===== config.mk =====
export PLATFORM = sky130hd
export DESIGN_NAME = clock_time_core
export DESIGN_NICKNAME = d
export VERILOG_FILES = /design/src/rtl/clock_time_core.sv
export SDC_FILE = /design/constraint.sdc
export NUM_CORES = 1
export LEC_CHECK = 0
export ABC_AREA = 1
export CAP_MARGIN = 15
export CORE_ASPECT_RATIO = 0.9
export CORE_MARGIN = 2
export CORE_UTILIZATION = 59
export CTS_CLUSTER_DIAMETER = 80
export DETAILED_ROUTE_END_ITERATION = 7
export PLACE_DENSITY = 0.83
export SLEW_MARGIN = 20
export SYNTH_ARGS = -nofsm -noshare
export SYNTH_HDL_FRONTEND = slang
export SYNTH_SLANG_ARGS = --single-unit

===== constraint.sdc =====
create_clock -name clk_1khz -period 3.1 [get_ports clk_1khz]
set_input_delay 0.62 -clock clk_1khz [delete_from_list [all_inputs] [get_ports clk_1khz]]
set_output_delay 0.62 -clock clk_1khz [all_outputs]
set_load 0.005 [all_outputs]

===== src/rtl/clock_time_core.sv =====
// clock_time_core: timekeeping stage of the digital clock.
// Divides clk_1khz to a 1 Hz tick, keeps BCD HH:MM:SS (24 h) and packs it
// as {hour_t, hour_u, min_t, min_u, sec_t, sec_u} for the 7-segment driver.
// key_mode cycles RUN -> SET_H -> SET_M -> SET_S -> RUN; key_inc bumps the
// selected field without carry.
// Optional feature: define CLOCK_KEY_DEBOUNCE_EN to add a per-key debouncer
// (DB_CYCLES stable samples) between the synchroniser and the edge detector.
//
// Handshake note: there is no valid/ready traffic here; key presses become
// one-cycle internal strobes and sec_tick is a one-cycle output pulse that
// coincides with the cycle data_out shows the advanced time.
module clock_time_core #(
    parameter int TICK_DIV  = 1000,
    parameter int DB_CYCLES = 20
) (
    input  logic        clk_1khz,
    input  logic        rst_n,
    input  logic        key_mode,
    input  logic        key_inc,
    output logic [23:0] data_out,
    output logic [1:0]  set_mode,
    output logic        sec_tick
);

    typedef enum logic [1:0] {
        RUN   = 2'd0,
        SET_H = 2'd1,
        SET_M = 2'd2,
        SET_S = 2'd3
    } mode_t;

    localparam int PW = (TICK_DIV > 1) ? $clog2(TICK_DIV) : 1;
    localparam logic [PW-1:0] P_MAX = PW'(TICK_DIV - 1);

    // Bit 0 is the mode key, bit 1 the increment key (both active-low).
    logic [1:0] key_s1, key_s2, key_lvl, key_prev, press;
    logic       mode_ev, inc_ev, tick;
    mode_t      state;
    logic [PW-1:0] pcnt;
    logic [7:0] hour_r, min_r, sec_r, h_nx;
    logic [8:0] m_nx, s_nx;

    // Two-flop synchroniser for both asynchronous keys, idle level high.
    always_ff @(posedge clk_1khz or negedge rst_n) begin
        if (!rst_n) begin
            key_s1 <= 2'b11;
            key_s2 <= 2'b11;
        end else begin
            key_s1 <= {key_inc, key_mode};
            key_s2 <= key_s1;
        end
    end

`ifdef CLOCK_KEY_DEBOUNCE_EN
    localparam int DW = $clog2(DB_CYCLES + 1);
    logic [DW-1:0] db_cnt [2];
    logic [1:0]    db_lvl;

    // Debouncer: flip the accepted level only after DB_CYCLES differing samples.
    always_ff @(posedge clk_1khz or negedge rst_n) begin
        if (!rst_n) begin
            db_lvl <= 2'b11;
            for (int i = 0; i < 2; i++) db_cnt[i] <= '0;
        end else begin
            for (int i = 0; i < 2; i++) begin
                if (key_s2[i] == db_lvl[i]) begin
                    db_cnt[i] <= '0;
                end else if (db_cnt[i] == DW'(DB_CYCLES - 1)) begin
                    db_lvl[i] <= ~db_lvl[i];
                    db_cnt[i] <= '0;
                end else begin
                    db_cnt[i] <= db_cnt[i] + DW'(1);
                end
            end
        end
    end

    assign key_lvl = db_lvl;
`else
    logic unused_db;
    assign unused_db = ^DB_CYCLES;
    assign key_lvl   = key_s2;
`endif

    // Previous conditioned level, used to spot the 1 -> 0 (press) transition.
    always_ff @(posedge clk_1khz or negedge rst_n) begin
        if (!rst_n) key_prev <= 2'b11;
        else        key_prev <= key_lvl;
    end

    assign press   = key_prev & ~key_lvl;
    assign mode_ev = press[0];
    assign inc_ev  = press[1] & ~press[0];   // mode step wins over increment
    assign tick    = (state == RUN) && (pcnt == P_MAX);

    // Minutes/seconds successor: {carry, bcd}; an illegal value restarts at 00.
    function automatic logic [8:0] inc_60(input logic [7:0] v);
        if (v[7:4] > 4'd5 || v[3:0] > 4'd9) return 9'h000;
        if (v[3:0] != 4'd9) return {1'b0, v[7:4], v[3:0] + 4'd1};
        if (v[7:4] != 4'd5) return {1'b0, v[7:4] + 4'd1, 4'd0};
        return 9'h100;
    endfunction

    // Hours successor in 24 h format; an illegal value restarts at 00.
    function automatic logic [7:0] inc_24(input logic [7:0] v);
        if (v[7:4] > 4'd2 || v[3:0] > 4'd9) return 8'h00;
        if (v[7:4] == 4'd2 && v[3:0] > 4'd3) return 8'h00;
        if (v == 8'h23) return 8'h00;
        if (v[3:0] == 4'd9) return {v[7:4] + 4'd1, 4'd0};
        return {v[7:4], v[3:0] + 4'd1};
    endfunction

    assign s_nx = inc_60(sec_r);
    assign m_nx = inc_60(min_r);
    assign h_nx = inc_24(hour_r);

    // Mode FSM, prescaler and time registers; all outputs come from here.
    always_ff @(posedge clk_1khz or negedge rst_n) begin
        if (!rst_n) begin
            state    <= RUN;
            pcnt     <= '0;
            hour_r   <= 8'h00;
            min_r    <= 8'h00;
            sec_r    <= 8'h00;
            sec_tick <= 1'b0;
        end else begin
            sec_tick <= tick;
            // Prescaler rests at 0 in SET states and restarts when leaving RUN.
            if (state != RUN || mode_ev || tick) pcnt <= '0;
            else                                 pcnt <= pcnt + PW'(1);

            if (tick) begin
                sec_r <= s_nx[7:0];
                if (s_nx[8]) min_r <= m_nx[7:0];
                if (s_nx[8] && m_nx[8]) hour_r <= h_nx;
            end

            if (mode_ev) begin
                case (state)
                    RUN:     state <= SET_H;
                    SET_H:   state <= SET_M;
                    SET_M:   state <= SET_S;
                    default: state <= RUN;
                endcase
            end else if (inc_ev) begin
                case (state)
                    SET_H:   hour_r <= h_nx;
                    SET_M:   min_r  <= m_nx[7:0];
                    SET_S:   sec_r  <= s_nx[7:0];
                    default: ;
                endcase
            end
        end
    end

    assign data_out = {hour_r, min_r, sec_r};
    assign set_mode = state;

endmodule

# After elaboration in Yosys (flattened, before gate mapping)
# Index checks and enable logic that the tools add are counted.
# Widths: inputs -> output; s select.
# op_classes
addsub	7
order_cmp	7
eq_ne	11
muxes	59
bitwise	4
reduce_logical	10
# ops
operator	count
$mux 8	23
$mux 9	12
$add 4x1->4 const B	6
$mux 1	22
$gt 4x4->1 const B	3
$add 10x1->10 const B	1
$eq 10x10->1 const B	1
$mux 10	1
$eq 8x6->1 const B	1
$gt 4x2->1 const B	2
$gt 4x3->1 const B	2
$ne 4x3->1 const B	2
$ne 4x4->1 const B	2
$pmux 2 s3	1
$logic_or 1x1->1	5
$eq 2x2->1 const B	2
$eq 4x2->1 const B	1
$eq 4x4->1 const B	1
$logic_and 1x1->1	3
$and 2x2->2	1
$eq 2x1->1 const B	1
$logic_not 2->1	1
$not 2->2	1
$reduce_bool 2->1	1
2 further kinds	2
# word_totals
register_bits	43
input_bits	4
out_inout_bits	27
elab_cells	107

# Longest topological paths before layout
# depth
depth_word	18
mapped_depth	11
mapped_depth_nobuf	11

# Least setup slack after synthesis
# Ideal clock, no wire load.
# synth_timing
path_kind	register to register
start	reg state[0] (netlist: set_mode[0])
end	reg sec_r[5]
setup_time_ns	0.122
arrival_time_ns	1.462
t_required_ns	2.978
slack_ns	1.516
stages_incl_launch_ff	10
path_buffers	0
period_less_slack_ns	1.584
cell_sequence	dfrtp_1 inv_1 ha_1 nand4_1 inv_1 nand3_1 nand2_2 o21ai_0 nand2_1 o21ai_1
# synth_between
elab_chain_cells	6
word_cells_on_any_way	7
classes_between	eq/ne: 1; mux: 4; reduce/logical: 2
# synth_rtl
item	line	rtl
start, declared	38	mode_t state;
start signal, assigned	120	state <= RUN;
start signal, assigned	140	RUN: state <= SET_H;
start signal, assigned	141	SET_H: state <= SET_M;
$logic_not 2->1	94	assign tick = (state == RUN) && (pcnt == P_MAX);
$logic_and 1x1->1	94	
$mux 8	132	if (tick) begin
$mux 8	146	case (state)
$mux 8	145	end else if (inc_ev) begin
$mux 8 (*)	138	if (mode_ev) begin
end signal, assigned	133	sec_r <= s_nx[7:0];
end signal, assigned	149	SET_S: sec_r <= s_nx[7:0];
end, declared	40	logic [7:0] hour_r, min_r, sec_r, h_nx;
# Mark *: on every way between the ends. The rest lies on a longest branch, timed or not.
# A chain may end at the register's enable or synchronous reset.

# Worst setup path in the final report
# layout_timing
start	reg sec_r[7]
end	out data_out[7]
# layout_rtl
item	line	rtl
end, declared	20	output logic [23:0] data_out,
# No word-level cell between the ends.

==> results by group <==
Run status
  – Status: completed

Logic synthesis
  – Mapped cell area: 0.00230 mm²
  – Post-synth top cells: nand2_1 (51), inv_1 (50), nor2_1 (41), dfrtp_1 (37), a21oi_1 (21)
  – Most frequent cell after synthesis: nand2_1
  – Syn Area/Cell: a little under 8 µm²
  – #FFs+latches synth: 43
  – Post-synth ARST share: 100%
  – Gate Count Post-Synth: 289
  – Number of library cell types mapped by synthesis: 29
  – Yosys top cell area share: 40.3%
  – Yosys warnings: 0
  – Post-synth top area cell: dfrtp_1
  – Seq/Total Area, Yosys: a little under half
  – Syn nets: 301
  – Ys flop type: dfrtp_1
  – Post-synth EDFFs: 0
  – Synth area leaders: dfrtp_1 (40%), nand2_1 (8.3%), inv_1 (8.2%), dfstp_2 (6.9%), nor2_1 (6.7%)

Global routing
  – Grt ovf: 0
  – Largest net degree at the start of global routing: 44
  – GRT Total Usage: a little under a quarter
  – Initial antenna violation count: 0
  – Vias in the first global route: roughly 1800
  – First-pass GRT wire length: 8070 µm

Placement
  – Post-DP HPWL: 3260 µm
  – Post-Place Cells: 365
  – Pre-CTS setup slack: ~1.3 ns
  – DP Area: 0.00265 mm²
  – Port bufs: 30
  – RePlAce Congestion: 0.810

Timing
  – Measured slew at the worst slew-check pin: 0.943 ns
  – Min cycle time layout: 1.90 ns
  – Final worst slack: between 1 and 1.5 ns
  – Max Slew Vio Count: 0
  – F_max: 525 MHz
  – Final period util: approximately 60%
  – Setup TNS: 0 ns
  – Fin. Hold Viols: 0
  – RSZ-0062 raised after global routing: no
  – Final setup fails: 0
  – Rel. slew slack: 37.1%
  – Skew final: 0.00995 ns

Clocking
  – Max clock buf depth: 2
  – Post-CTS Setup Inserts: 0
  – CTS Buf Count: 5
  – Worst-Skew Late Latency: 0.30 ns
  – Post-CTS Resized: 0
  – Clock tree from TritonCTS: built
  – Cts hold-fix bufs: 0
  – CTS clk-pin slew, worst paths: ~0.080 ns
  – H-tree levels: 2
  – Clock Sink Count: 43
  – Clock root buffer: clkbuf_8

Worst setup path
  – Levels on crit path: 1
  – RR Startpoint: set_mode[1]$_DFFE_PN0P_
  – Critical-path maximum fanout: 4
  – Endpoint type of the worst setup path: output port
  – Setup slack, reg-to-reg: 1.30 ns
  – Critical-path cell list: clkdlybuf4s50_1
  – Worst-case reg-to-reg path depth: 9
  – RR Endpoint: sec_r[5]$_DFF_PN0_
  – WS Path Type: reg2out
  – Crit path launch type: register
  – Required @ worst endpoint: 2.48 ns
  – Worst EP arrival: 1.28 ns
  – Cell family with the largest share of critical-path delay: buffers and inverters
  – Buffers & Inverters on Critical Path: 1
  – Crit-path slowest cell: clkdlybuf4s50_1
  – CP max stage delay: 0.54 ns

Drt
  – Detailed Route WL: 4450 µm
  – Vias per cell: 5.12
  – First-pass DRT Iterations: 4
  – Post-route ant nets: 0
  – DR WL/cell: 11.9 µm
  – Total number of vias: 1908
  – DRC Markers: 0
  – DR iter-0 viols: 129

Floorplanning
  – Row cnt: 21
  – DIE AREA: 0.00441 mm²
  – I/O pin cnt: 31
  – Initial Utilization: between 60% and 70%
  – Core area: 0.00373 mm²
  – Die height: 63.2 µm
  – DIE WIDTH: 69.8 µm

Cells and area
  – Finished Layout Cells: 373
  – Fill cells: 316
  – Final Cell Area: 0.00273 mm²
  – Area grow syn2layout: 18.9%
  – Layout cell share with drive strength beyond 1: 10.7%
  – Nets@finish: 338
  – # diodes: 0

Hold path
  – Worst Hold Class: reg2reg
  – HP Start: key_lvl[1]$_DFF_PN1_
  – Hold EP: key_prev[1]$_DFF_PN1_
  – Hold path depth: 0

Pwr
  – VDD IR max: 0.346 mV
  – Leakage power: 1.33 nW
  – Final Power: 0.00154 W
  – Pwr/cell area: 565 mW/mm²

Run
  – Max Cap Viol: 0
-- area by class of cell --
class | instances | area [µm²] | share of cell area [%]
Tap cell | 46 | 57.6 | 2.11
Clock inverter | 1 | 5.00 | 0.183
Sequential cell | 43 | 1080 | 39.6
Multi-Input combinational cell | 193 | 1020 | 37.2
Timing Repair Buffer | 30 | 295 | 10.8
Inverter | 53 | 199 | 7.28
Clock buffer | 7 | 76.3 | 2.79
-- cells in the final DEF (no fill, tap or decap) --
cell type	instances
nand3_2	2
nand3_4	1
o31ai_1	1
nand2_4	1
nor2_1	41
ha_1	8
nor3_2	1
o21ai_4	1
nand3_1	13
clkdlybuf4s50_1	29
xor2_1	1
nor4_1	2
buf_2	1
dfrtp_1	37
a21oi_1	21
nor2_4	3
nor2_2	4
o21ai_0	16
nor3_1	7
and3_1	1
nand2_1	51
dfstp_2	6
nand2_2	6
nor3b_1	2
o21ai_1	2
clkbuf_8	5
xnor2_1	1
nand4_1	5
a21o_1	1
clkbuf_1	2
clkinv_2	1
a21boi_0	1
inv_1	50
inv_2	3
-- how the worst max path moves through the flow --
stage | start | to | slack [ns]
after global placement | set_mode[0]$_DFFE_PN0P_ | sec_r[5]$_DFF_PN0_ | 1.42
after floorplan | set_mode[0]$_DFFE_PN0P_ | sec_r[5]$_DFF_PN0_ | 1.52
after detailed placement | set_mode[1]$_DFFE_PN0P_ | sec_r[5]$_DFF_PN0_ | 1.32
final | sec_r[7]$_DFF_PN0_ | data_out[7] | 1.20
after global routing | set_mode[0]$_DFFE_PN0P_ | sec_r[5]$_DFF_PN0_ | 1.10
after CTS | sec_r[7]$_DFF_PN0_ | data_out[7] | 1.19
-- cell families (layout without fill, tap and decap cells) --
| group | count (synthesis) | in the layout | share of synthesized area, % |
|---|---|---|---|
| AOI/OAI and AO/OA | 43 | 43 | 10.2 |
| xor gates and xnor gates | 2 | 2 | 0.762 |
| adders and majority gates | 8 | 8 | 4.35 |
| buffers and inverters | 53 | 91 | 8.65 |
| DFF | 43 | 43 | 47.1 |
| and+or+nand+nor | 140 | 140 | 28.9 |
-- where the power goes --
group	internal [W]	total [W]	switching, W	leakage [nW]
Clock	0.000158	0.000342	0.000184	0.0422
Sequential	0.000649	0.000745	0.0000960	0.562
Combinational	0.000219	0.000456	0.000237	0.727
-- registers in the layout, summed over array words and instances, names as in the netlist --
name	cells
pcnt	10
hour_r	8
min_r	8
sec_r	8
key_lvl	2
key_prev	2
key_s1	2
set_mode	2
sec_tick	1
-- per-layer routing --
metal  vias to the layer above  track usage [%]  wire length (µm)
met5                         -                0                 0
met4                         0             8.89                64
met3                         7             4.64               175
met2                        36             35.0              2020
met1                       880             31.8              2200
li1                        985                -                 -
-- per-stage QoR --
| stage | hold slack (ns) | utilization, % |
|---|---|---|
| 2_1_floorplan | 0.324 | - |
| 3_3_place_gp | 0.349 | 71.1 |
| 3_5_place_dp | 0.349 | 71.1 |
| 4_1_cts | 0.366 | 73.3 |
| 5_1_grt | 0.364 | 73.3 |
| 6_report | 0.364 | 73.3 |
Note: power is estimated with default switching activity, not from simulation.
